**src/rtl/traffic_phase_ctrl.sv**
```systemverilog
// NS/EW phase sequencer with 1 s countdown and shift-add-3 BCD display converter.
// Define TRAFFIC_ALLRED_EN to insert all-red clearance phases AR1/AR2.
module traffic_phase_ctrl #(
    parameter int TICK_DIV   = 50_000_000,
    parameter int NS_GREEN_S = 30,
    parameter int EW_GREEN_S = 20,
    parameter int YELLOW_S   = 3,
    parameter int ALLRED_S   = 2
) (
    input  logic       clk,
    input  logic       rst,
    input  logic       run,
    output logic [2:0] ns_light,
    output logic [2:0] ew_light,
    output logic [7:0] remain,
    output logic [7:0] bcd_out,
    output logic       bcd_valid
);

    localparam int PW = (TICK_DIV > 1) ? $clog2(TICK_DIV) : 1;
    localparam logic [PW-1:0] PRESC_MAX = PW'(TICK_DIV - 1);
    localparam logic [7:0] D_NSG = 8'(NS_GREEN_S);
    localparam logic [7:0] D_EWG = 8'(EW_GREEN_S);
    localparam logic [7:0] D_Y   = 8'(YELLOW_S);
`ifdef TRAFFIC_ALLRED_EN
    localparam logic [7:0] D_AR  = 8'(ALLRED_S);
`endif

    if (TICK_DIV < 16) begin : g_bad_tick
        $error("TICK_DIV must be >= 16");
    end
    if (NS_GREEN_S < 1 || NS_GREEN_S > 99) begin : g_bad_nsg
        $error("NS_GREEN_S out of range 1..99");
    end
    if (EW_GREEN_S < 1 || EW_GREEN_S > 99) begin : g_bad_ewg
        $error("EW_GREEN_S out of range 1..99");
    end
    if (YELLOW_S < 1 || YELLOW_S > 99) begin : g_bad_y
        $error("YELLOW_S out of range 1..99");
    end
    if (ALLRED_S < 1 || ALLRED_S > 99) begin : g_bad_ar
        $error("ALLRED_S out of range 1..99");
    end

`ifdef TRAFFIC_ALLRED_EN
    typedef enum logic [2:0] {
        PH_NS_G, PH_NS_Y, PH_AR1, PH_EW_G, PH_EW_Y, PH_AR2
    } phase_t;
`else
    typedef enum logic [1:0] {
        PH_NS_G, PH_NS_Y, PH_EW_G, PH_EW_Y
    } phase_t;
`endif

    typedef enum logic {CV_IDLE, CV_SHIFT} cv_t;

    phase_t        r_phase;
    phase_t        w_phase_next;
    logic [PW-1:0] r_presc;
    logic [PW-1:0] w_presc_next;
    logic [7:0]    r_remain;
    logic [7:0]    w_remain_next;
    logic [2:0]    r_ns;
    logic [2:0]    r_ew;
    logic [2:0]    w_ns_next;
    logic [2:0]    w_ew_next;
    logic          w_tick;

    cv_t           r_cv_state;
    cv_t           w_cv_next;
    logic          r_start;
    logic [15:0]   r_scratch;
    logic [15:0]   w_scr_next;
    logic [15:0]   w_adj;
    logic [15:0]   w_shift;
    logic [2:0]    r_cnt;
    logic [2:0]    w_cnt_next;
    logic [7:0]    r_bcd;
    logic [7:0]    w_bcd_next;
    logic          r_valid;
    logic          w_valid_next;

    always_comb begin
        w_tick        = run && (r_presc == PRESC_MAX);
        w_presc_next  = r_presc;
        w_phase_next  = r_phase;
        w_remain_next = r_remain;
        if (run) begin
            w_presc_next = w_tick ? '0 : r_presc + PW'(1);
        end
        if (w_tick) begin
            if (r_remain > 8'd1) begin
                w_remain_next = r_remain - 8'd1;
            end else begin
                unique case (r_phase)
                    PH_NS_G: begin
                        w_phase_next  = PH_NS_Y;
                        w_remain_next = D_Y;
                    end
`ifdef TRAFFIC_ALLRED_EN
                    PH_NS_Y: begin
                        w_phase_next  = PH_AR1;
                        w_remain_next = D_AR;
                    end
                    PH_AR1: begin
                        w_phase_next  = PH_EW_G;
                        w_remain_next = D_EWG;
                    end
                    PH_EW_Y: begin
                        w_phase_next  = PH_AR2;
                        w_remain_next = D_AR;
                    end
                    PH_AR2: begin
                        w_phase_next  = PH_NS_G;
                        w_remain_next = D_NSG;
                    end
`else
                    PH_NS_Y: begin
                        w_phase_next  = PH_EW_G;
                        w_remain_next = D_EWG;
                    end
                    PH_EW_Y: begin
                        w_phase_next  = PH_NS_G;
                        w_remain_next = D_NSG;
                    end
`endif
                    PH_EW_G: begin
                        w_phase_next  = PH_EW_Y;
                        w_remain_next = D_Y;
                    end
                    default: begin
                        w_phase_next  = PH_NS_G;
                        w_remain_next = D_NSG;
                    end
                endcase
            end
        end
    end

    // Lamps decode from the next phase so they register on the phase edge.
    always_comb begin
        w_ns_next = 3'b100;
        w_ew_next = 3'b100;
        unique case (w_phase_next)
            PH_NS_G: w_ns_next = 3'b001;
            PH_NS_Y: w_ns_next = 3'b010;
            PH_EW_G: w_ew_next = 3'b001;
            PH_EW_Y: w_ew_next = 3'b010;
            default: ;
        endcase
    end

    always_ff @(posedge clk) begin
        if (rst) begin
            r_phase  <= PH_NS_G;
            r_presc  <= '0;
            r_remain <= D_NSG;
            r_ns     <= 3'b001;
            r_ew     <= 3'b100;
        end else begin
            r_phase  <= w_phase_next;
            r_presc  <= w_presc_next;
            r_remain <= w_remain_next;
            r_ns     <= w_ns_next;
            r_ew     <= w_ew_next;
        end
    end

    always_comb begin
        w_cv_next    = r_cv_state;
        w_scr_next   = r_scratch;
        w_cnt_next   = r_cnt;
        w_bcd_next   = r_bcd;
        w_valid_next = r_valid;
        w_adj        = r_scratch;
        if (r_scratch[11:8] >= 4'd5) begin
            w_adj[11:8] = r_scratch[11:8] + 4'd3;
        end
        if (r_scratch[15:12] >= 4'd5) begin
            w_adj[15:12] = r_scratch[15:12] + 4'd3;
        end
        w_shift = {w_adj[14:0], 1'b0};
        if (r_start) begin
            w_cv_next    = CV_SHIFT;
            w_scr_next   = {8'h00, r_remain};
            w_cnt_next   = 3'd0;
            w_valid_next = 1'b0;
        end else if (r_cv_state == CV_SHIFT) begin
            w_scr_next = w_shift;
            w_cnt_next = r_cnt + 3'd1;
            if (r_cnt == 3'd7) begin
                w_cv_next    = CV_IDLE;
                w_bcd_next   = w_shift[15:8];
                w_valid_next = 1'b1;
            end
        end
    end

    // r_start is the load request; reset arms it so release converts.
    always_ff @(posedge clk) begin
        if (rst) begin
            r_cv_state <= CV_IDLE;
            r_start    <= 1'b1;
            r_scratch  <= '0;
            r_cnt      <= '0;
            r_bcd      <= 8'h00;
            r_valid    <= 1'b0;
        end else begin
            r_cv_state <= w_cv_next;
            r_start    <= (w_remain_next != r_remain);
            r_scratch  <= w_scr_next;
            r_cnt      <= w_cnt_next;
            r_bcd      <= w_bcd_next;
            r_valid    <= w_valid_next;
        end
    end

    assign ns_light  = r_ns;
    assign ew_light  = r_ew;
    assign remain    = r_remain;
    assign bcd_out   = r_bcd;
    assign bcd_valid = r_valid;

endmodule

```
**config.mk**
```make
export PLATFORM = sky130hd
export DESIGN_NAME = traffic_phase_ctrl
export DESIGN_NICKNAME = d
export VERILOG_FILES = /design/src/rtl/traffic_phase_ctrl.sv
export SDC_FILE = /design/constraint.sdc
export NUM_CORES = 1
export LEC_CHECK = 0
export CAP_MARGIN = 20
export CORE_ASPECT_RATIO = 1.25
export CORE_MARGIN = 3
export CORE_UTILIZATION = 60
export DETAILED_ROUTE_END_ITERATION = 16
export GPL_ROUTABILITY_DRIVEN = 0
export PLACE_DENSITY = 0.82
export SLEW_MARGIN = 30
export SYNTH_ARGS = -nofsm -noshare
export SYNTH_HDL_FRONTEND = slang
export SYNTH_SLANG_ARGS = --single-unit
```
**constraint.sdc**
```tcl
create_clock -name clk -period 2.78 [get_ports clk]
set_input_delay 0.695 -clock clk [delete_from_list [all_inputs] [get_ports clk]]
set_output_delay 0.695 -clock clk [all_outputs]
set_load 0.05 [all_outputs]
```
* Word-level counts from Yosys, hierarchy flattened *
Index checks and enable logic that the tools add are counted.

cells by class
  add/subtract/negate cells = 5
  magnitude comparators = 3
  eq/ne operators = 9
  multiplexer cells = 16
  bitwise gates (word level) = 1
  reduce and logical (&&, ||, !) cells = 8

operators with widths
  cell                                                 number
  two-way mux 8 bit                                    4
  adder 26 x 1 -> 26 bit, second input constant        1
  equality test 26 bit, second input constant          1
  two-way mux 26 bit                                   1
  case mux 8 bit (3 select lines)                      1
  case mux 3 bit (2 select lines)                      2
  equality test 2 bit, second input constant           4
  >= comparator 4 x 3 -> 1 bit, second input constant  2
  > comparator 8 x 1 -> 1 bit, second input constant   1
  != test 8 bit                                        1
  case mux 2 bit (4 select lines)                      1
  subtractor 8 x 1 -> 8 bit, second input constant     1
  adder 4 x 2 -> 4 bit, second input constant          1
  equality test 2 x 1 -> 1 bit, second input constant  2
  zero test 2 bit                                      2
  two-way mux 2 bit                                    2
  two-way mux 4 bit                                    1
  OR reduction 2 bit                                   2
  adder 3 x 1 -> 3 bit, second input constant          1
  adder 3 x 2 -> 3 bit, second input constant          1
  equality test 3 bit, second input constant           1
  two-way mux 1 bit                                    3
  two-way mux 3 bit                                    1
  AND reduction 3 bit                                  1
  other kinds (4)                                      4

word-level totals
  flip-flop bits (word level) = 72
  bits of input ports = 3
  output and inout bits = 23

* Depth between registers and ports, before layout *
Gate-level depths: netlist of run 1.

  depth after elaboration = 6
  gate-level depth with buffers = 9

* Least setup slack after synthesis of run 1 *
OpenSTA, ideal clock, no wires.

  kind = register -> register
  from = reg r_remain[0], in the netlist remain[0]
  to = reg r_ew[0], in the netlist ew_light[0]
  library setup time = 0.069 ns
  arrival time = 2.205 ns
  required time = 2.711 ns
  slack = 0.506 ns
  stages on the path, launching flop included = 10
  buffers on the path = 2
  clock period less this slack = 2.274 ns
  cell sequence = dfxtp_1 > inv_1 > ha_1 > or2_1 > and3_1 > buf_2 > nand4_1 > clkbuf_1 > nand3_1 > o21ai_1

on the way
  longest elaborated chain between the ends = 5
  elaborated cells between the ends (all ways) = 6
  those cells by class = order compare: 1; eq/ne: 2; mux: 3

ends and longest elaborated chain
  what                               line  RTL
  start: declaration                 61    logic [7:0] r_remain;
  start signal: assignment           163   r_remain <= w_remain_next;
  > comparator 8 x 1 -> 1 bit *      92    if (r_remain > 8'd1) begin
  two-way mux 2 bit *                92
  two-way mux 2 bit *                91    if (w_tick) begin
  equality test 2 bit                144   unique case (w_phase_next)
  case mux 3 bit (2 select lines) *  144
  end signal: assignment             165   r_ew <= w_ew_next;
  end: declaration                   64    logic [2:0] r_ew;

Every way passes the cells marked *; elsewhere a longest branch is shown, timed or not.
A chain may end at the register's enable or synchronous reset.

* Worst setup path after layout of run 1 *
  from = reg r_remain[2], in the netlist remain[2]
  to = out remain[2]

RTL lines
  what              line  RTL
  end: declaration  15    output logic [7:0] remain,

No word-level cell between the ends.

==> results of run 1 <==
## through the flow
step	hold slack [ps]	instance area [sq um]	power [mW]	util [%]
floorplan	443.9	3393	1.126	-
global placement	442.6	3700	1.141	67.98
detailed placement	451.5	3700	1.143	67.98
CTS	460.9	3875	1.903	71.20
global route	481.2	3875	1.954	71.20
finish	457.0	3875	1.885	71.20
## cell families after synthesis
group	count (synthesis)	share of synthesized area, %
AND/OR/NAND/NOR	176	26.25
flip-flops	72	42.48
AO/OA/AOI/OAI	60	10.10
buffers and inverters	30	3.577
XOR/XNOR	29	7.485
multiplexers	18	5.310
adder cells (fa/ha/maj)	13	4.794
## routing by layer
metal  routed length (um)  global-route usage [%]  share of wire (%)
met5                    0                       0                  0
met4                  127                   12.62                1.9
met3                  207                   3.915                3.1
met2                 3486                   36.72                 53
met1                 2789                   25.80                 42
## power groups by stage
stage               clock [mW]  sequential, mW  combinational [mW]
floorplan                    0            1.07              0.0572
global placement             0            1.08              0.0613
detailed placement           0            1.08              0.0631
CTS                      0.783            1.06              0.0637
global route             0.825            1.06              0.0707
finish                   0.765            1.06              0.0634
## cell usage in the layout (no fill, tap or decap), types with 2 or more instances in the layout
cell type | Yosys | layout
nand4_1 | 13 | 13
a211oi_1 | 4 | 4
and2_1 | 3 | 3
inv_1 | 12 | 12
nor4_4 | 2 | 2
nand2b_1 | 4 | 4
a21o_1 | 4 | 4
nor2b_1 | 4 | 4
clkbuf_1 | 9 | 2
buf_4 | 0 | 7
nand3_1 | 15 | 15
mux2i_1 | 18 | 18
and3_1 | 6 | 6
nand2_1 | 35 | 35
a21oi_1 | 30 | 30
nor3_2 | 2 | 2
or2_1 | 3 | 3
clkbuf_8 | 0 | 10
o211ai_1 | 2 | 2
xnor2_1 | 12 | 12
or4_1 | 2 | 2
nor3b_1 | 3 | 3
nor2_1 | 69 | 69
nor3_1 | 5 | 5
o21ai_0 | 11 | 11
o21ai_1 | 3 | 3
dfxtp_1 | 72 | 72
nor4_1 | 2 | 2
xor2_1 | 17 | 17
ha_1 | 13 | 13
clkdlybuf4s50_1 | 0 | 25
## flip-flops by register name (all words and copies together) (netlist names)
signal      count
ew_light        3
r_phase         2
r_scratch      16
bcd_out         8
r_presc        26
r_cv_state      1
bcd_valid       1
r_cnt           3
remain          8
ns_light        3
r_start         1
## worst max-delay path by stage
| stage | end | slack [ps] | cells after the start |
|---|---|---|---|
| 4_1_cts | remain[2] | 390 | 1 |
| 3_5_place_dp | remain[3] | 220 | 7 |
| 6_report | remain[2] | 390 | 1 |
| 3_3_place_gp | remain[6] | 250 | 6 |
| 2_1_floorplan | ew_light[0] | 510 | 9 |
| 5_1_grt | remain[2] | 320 | 1 |
## cell type report
| type | instances | share of cell area [%] |
|---|---|---|
| inverter | 12 | 1.162 |
| sequential | 72 | 37.20 |
| clock inverter | 1 | 0.7749 |
| tap | 64 | 2.067 |
| multi-input combinational | 296 | 47.24 |
| timing repair buffer | 32 | 7.814 |
| clock buffer | 12 | 3.746 |
==> impl_metrics.tcl, run 1 <==
set metrics [dict create \
    hold_depth 2 \
    combPwrFrac_pct 3.4 \
    numCtsBuffers 9 \
    slowest_delay_ps 860 \
    cts_tree "yes" \
    n_antenna_cell 0 \
    drt-pass1-iter-count 4 \
    layoutNonFillerInstCount 489 \
    cts_max_path_buffers 2 \
    die_y_um 90.08 \
    vias_per_cell 5.626 \
    p_clk_share_pct 40.6 \
    rsz0062_at_grt "false" \
    ys_async_sr_fraction_pct 0 \
    die_w_um 73.27 \
    timing.rr.start "remain[0]" \
    synth_most_common_cell "dfxtp_1" \
    setup_viol 0 \
    clock_latency_ps 340 \
    crit_type "reg2out" \
    io_pins 26 \
    irDropWorstVdd_uv 361.0 \
    nFillCells 421 \
    post-route-period-util_pct 86.11 \
    syn_inst 398 \
    cp-startpoint "remain[2]" \
    layout_min_cycle_time_ps 2394 \
    syn-num-nets 414 \
    cpLargestDelayFamily "buffers and inverters" \
    grt_max_degree 21 \
    p_int_mw 1.494 \
    nets 439 \
    syn-cell-area_sq_mm 0.003393 \
    antenna_found_initial 0 \
    die_area_sq_mm 0.006600 \
    seq_area_sq_mm 0.001441 \
    ant_nets 0 \
    yosysWarnings 0 \
    final_hold_viol_count 0 \
    r2r_cells 8 \
    cp_data_required_time_ps 2090 \
    rows 30 \
    via_count 2751 \
    rrSetupSlack_ps 700 \
    hold_end "bcd_out[1]" \
    power_frac_seq_pct 56.1 \
    seq_area_frac_synth_pct 42.48 \
    cp_max_fo 8 \
    portBuffers 25 \
    core_sq_mm 0.005443 \
    grt_pass1_wl_mm 11.50 \
    crit_arrival_ps 1700 \
    htreeDepth 3 \
    routedWlPerCell_um 13.52 \
    synthDistinctLibCells 44 \
    leakage_nw 1.492 \
    cp_num_buf_inv 1 \
    slew_viol_final 0 \
    postRouteWirelength_mm 6.610 \
    synthTopCellsByCount "dfxtp_1, nor2_1, nand2_1, a21oi_1, mux2i_1" \
    initialDrtViolationCount 77 \
    start_kind "flop" \
    swShare_pct 20.72 \
    cts_resized 0 \
    power_density_mw_per_mm2 486.4 \
    clk_root_buffer_cell "clkbuf_8" \
    cp_slowest_cell "clkdlybuf4s50_1" \
    areaGrowthSynthToFinish_pct 14.20 \
    r2r-end "ns_light[0]" \
    drv_cap 0 \
    path_clk_slew_ps 70 \
    synth-edff-count 0 \
    synth.avg_cell_area_sq_um 8.526 \
    grt_overflow 0 \
    relSlewSlack_pct 50.26 \
    initial_core_util_pct 62.34 \
    drive_gt1_share_pct 6.118 \
    post_cts_buffers 0 \
    holdCritPathClass "reg2reg" \
    fin_skew_ps 7.734 \
    pre_cts_ws_ps 217.5 \
    clkSinkCount 72 \
    synth_area_leaders "dfxtp_1, nor2_1, mux2i_1, ha_1, a21oi_1" \
    fin_tns_setup_ps 0 \
    end_kind "output port" \
    min-delay-start "bcd_out[1]" \
    worst_slack_ps 386.2 \
    p_switching_uw 390.6 \
    hold_buffers 0 \
    synth_top_area_cell "dfxtp_1" \
    grt_use_total_pct 22.06 \
    worst_pin_slew_ps 745.1 \
    ys_ff_latch 72 \
    grt_pass1_vias 2660 \
    drcViolationCount 0 \
    hpwl_mm 4.762 \
    dp.cells 476 \
    multi_input_area_sq_mm 0.001831 \
    clock.fmax_ghz 0.4177 \
    synth-main-ff-cell "dfxtp_1" \
    outcome "finished, final reports clean" \
    crit_chain "clkdlybuf4s50_1" \
    netlist.area_leader.share_pct 42.48 \
]
No activity file was read; power rests on OpenSTA's default activity.
==> run 2, diff against run 1 <==
- CORE_UTILIZATION: 60 -> 47
- HOLD_SLACK_MARGIN: unset -> 0.12
- PLACE_DENSITY: 0.82 -> 0.66
- SLEW_MARGIN: 30 -> 10
==> impl_metrics.tcl, run 2 (synthesis gave the netlist of run 1 again) <==
set metrics [dict create \
    utilization_pct 56.65 \
    clock.fmax_ghz 0.4173 \
    nets 439 \
    min-delay-start "bcd_out[5]" \
    final_hold_viol_count 0 \
    via_count 2751 \
    ant_nets 0 \
    fin_skew_ps 6.620 \
    grt_max_degree 24 \
    layout_min_cycle_time_ps 2396 \
    grt_use_total_pct 17.83 \
    timing.rr.start "remain[0]" \
    grt_pass1_wl_mm 11.59 \
    crit_type "reg2out" \
    cp_num_buf_inv 1 \
    pre_cts_ws_ps 267.2 \
    io_pins 26 \
    worst_pin_slew_ps 724.0 \
    worst_slack_ps 383.7 \
    cp_data_required_time_ps 2090 \
    largest_reg_flops 26 \
    hpwl_mm 4.708 \
    crit_arrival_ps 1700 \
    die_area_sq_mm 0.008282 \
    path_clk_slew_ps 70 \
    n_antenna_cell 0 \
    top_register "r_presc" \
    hold_depth 2 \
    p_clk_share_pct 44.9 \
    rsz0062_at_grt "false" \
    cts_tree "yes" \
    vias_per_cell 5.321 \
    p_int_mw 1.617 \
    cp_max_fo 8 \
    reg.largest.list "r_presc: 26 flops, r_scratch: 16 flops" \
    swShare_pct 20.49 \
    post_cts_buffers 0 \
    cp_slowest_cell "clkdlybuf4s50_1" \
    areaGrowthSynthToFinish_pct 16.48 \
    cpLargestDelayFamily "buffers and inverters" \
    drcViolationCount 0 \
    postRouteWirelength_mm 6.692 \
    layoutNonFillerInstCount 517 \
    core_sq_mm 0.006977 \
    initialDrtViolationCount 82 \
    outcome "finished, final reports clean" \
    relSlewSlack_pct 51.67 \
    setup_viol 0 \
    drv_cap 0 \
    routedWlPerCell_um 12.94 \
    start_kind "flop" \
    place_area_sq_mm 0.003732 \
    die_w_um 82 \
    antenna_found_initial 0 \
    dp.cells 502 \
    r2r-end "ns_light[0]" \
    slew_viol_final 0 \
    grt_overflow 0 \
    drt-pass1-iter-count 4 \
    holdCritPathClass "reg2reg" \
    power_frac_seq_pct 51.9 \
    power.total_mw 2.034 \
    end_kind "output port" \
    die_y_um 101 \
    htreeDepth 3 \
    irDropWorstVdd_uv 269.2 \
    numCtsBuffers 9 \
    crit_chain "clkdlybuf4s50_1" \
    p_switching_uw 416.7 \
    r2r_cells 8 \
    combPwrFrac_pct 3.1 \
    hold_end "bcd_out[5]" \
    post-route-period-util_pct 86.20 \
    slowest_delay_ps 860 \
    mostFrequentLayoutCell "dfxtp_1" \
    fin_tns_setup_ps 0 \
    portBuffers 25 \
    final_cell_mix "dfxtp_1, nor2_1, nand2_1" \
    timing.hold.ws_ps 456.3 \
    clk_root_buffer_cell "clkbuf_8" \
    rrSetupSlack_ps 710 \
    grt_pass1_vias 2569 \
    clkSinkCount 72 \
    power_density_mw_per_mm2 514.6 \
    initial_core_util_pct 48.64 \
    hold_buffers 0 \
    rows 34 \
    drive_gt1_share_pct 6.792 \
    clock_latency_ps 330 \
    cts_max_path_buffers 2 \
    cts_resized 0 \
    leakage_nw 1.516 \
    fin_area_sq_mm 0.003953 \
]
run 2: cell type report:
cell class                      instances  area, sq um
Clock buffer                           12        155.1
Multi-Input combinational cell        296         1831
Tap cell                               90        112.6
Timing Repair Buffer                   32        302.8
Fill cell                             664         3024
Clock inverter                          3        65.06
Inverter                               12        45.04
Sequential cell                        72         1441
run 2: worst max path at each step:
stage                     startpoint     endpoint  slack (ps)  cells after the start
after detailed placement         run    remain[5]         270                      7
after floorplan            remain[0]  ew_light[0]         510                      9
after CTS                  remain[2]    remain[2]         370                      1
after global placement           run    remain[6]         320                      6
after global routing       remain[4]    remain[4]         320                      1
final                      remain[2]    remain[2]         380                      1
run 2: power groups by stage:
| stage | clock, mW | sequential (mW) | combinational, mW |
|---|---|---|---|
| after detailed placement | 0 | 1.08 | 0.0641 |
| after floorplan | 0 | 1.07 | 0.0572 |
| after global placement | 0 | 1.08 | 0.0632 |
| after global routing | 0.980 | 1.06 | 0.0720 |
| after CTS | 0.941 | 1.06 | 0.0642 |
| final | 0.914 | 1.06 | 0.0635 |
run 2: routing by layer:
layer	up-vias	wire length [um]	track usage [%]
li1	1409	-	-
met1	1293	3030	22.57
met2	41	3348	29.37
met3	8	245	4.114
met4	0	68	6.266
met5	-	0	0
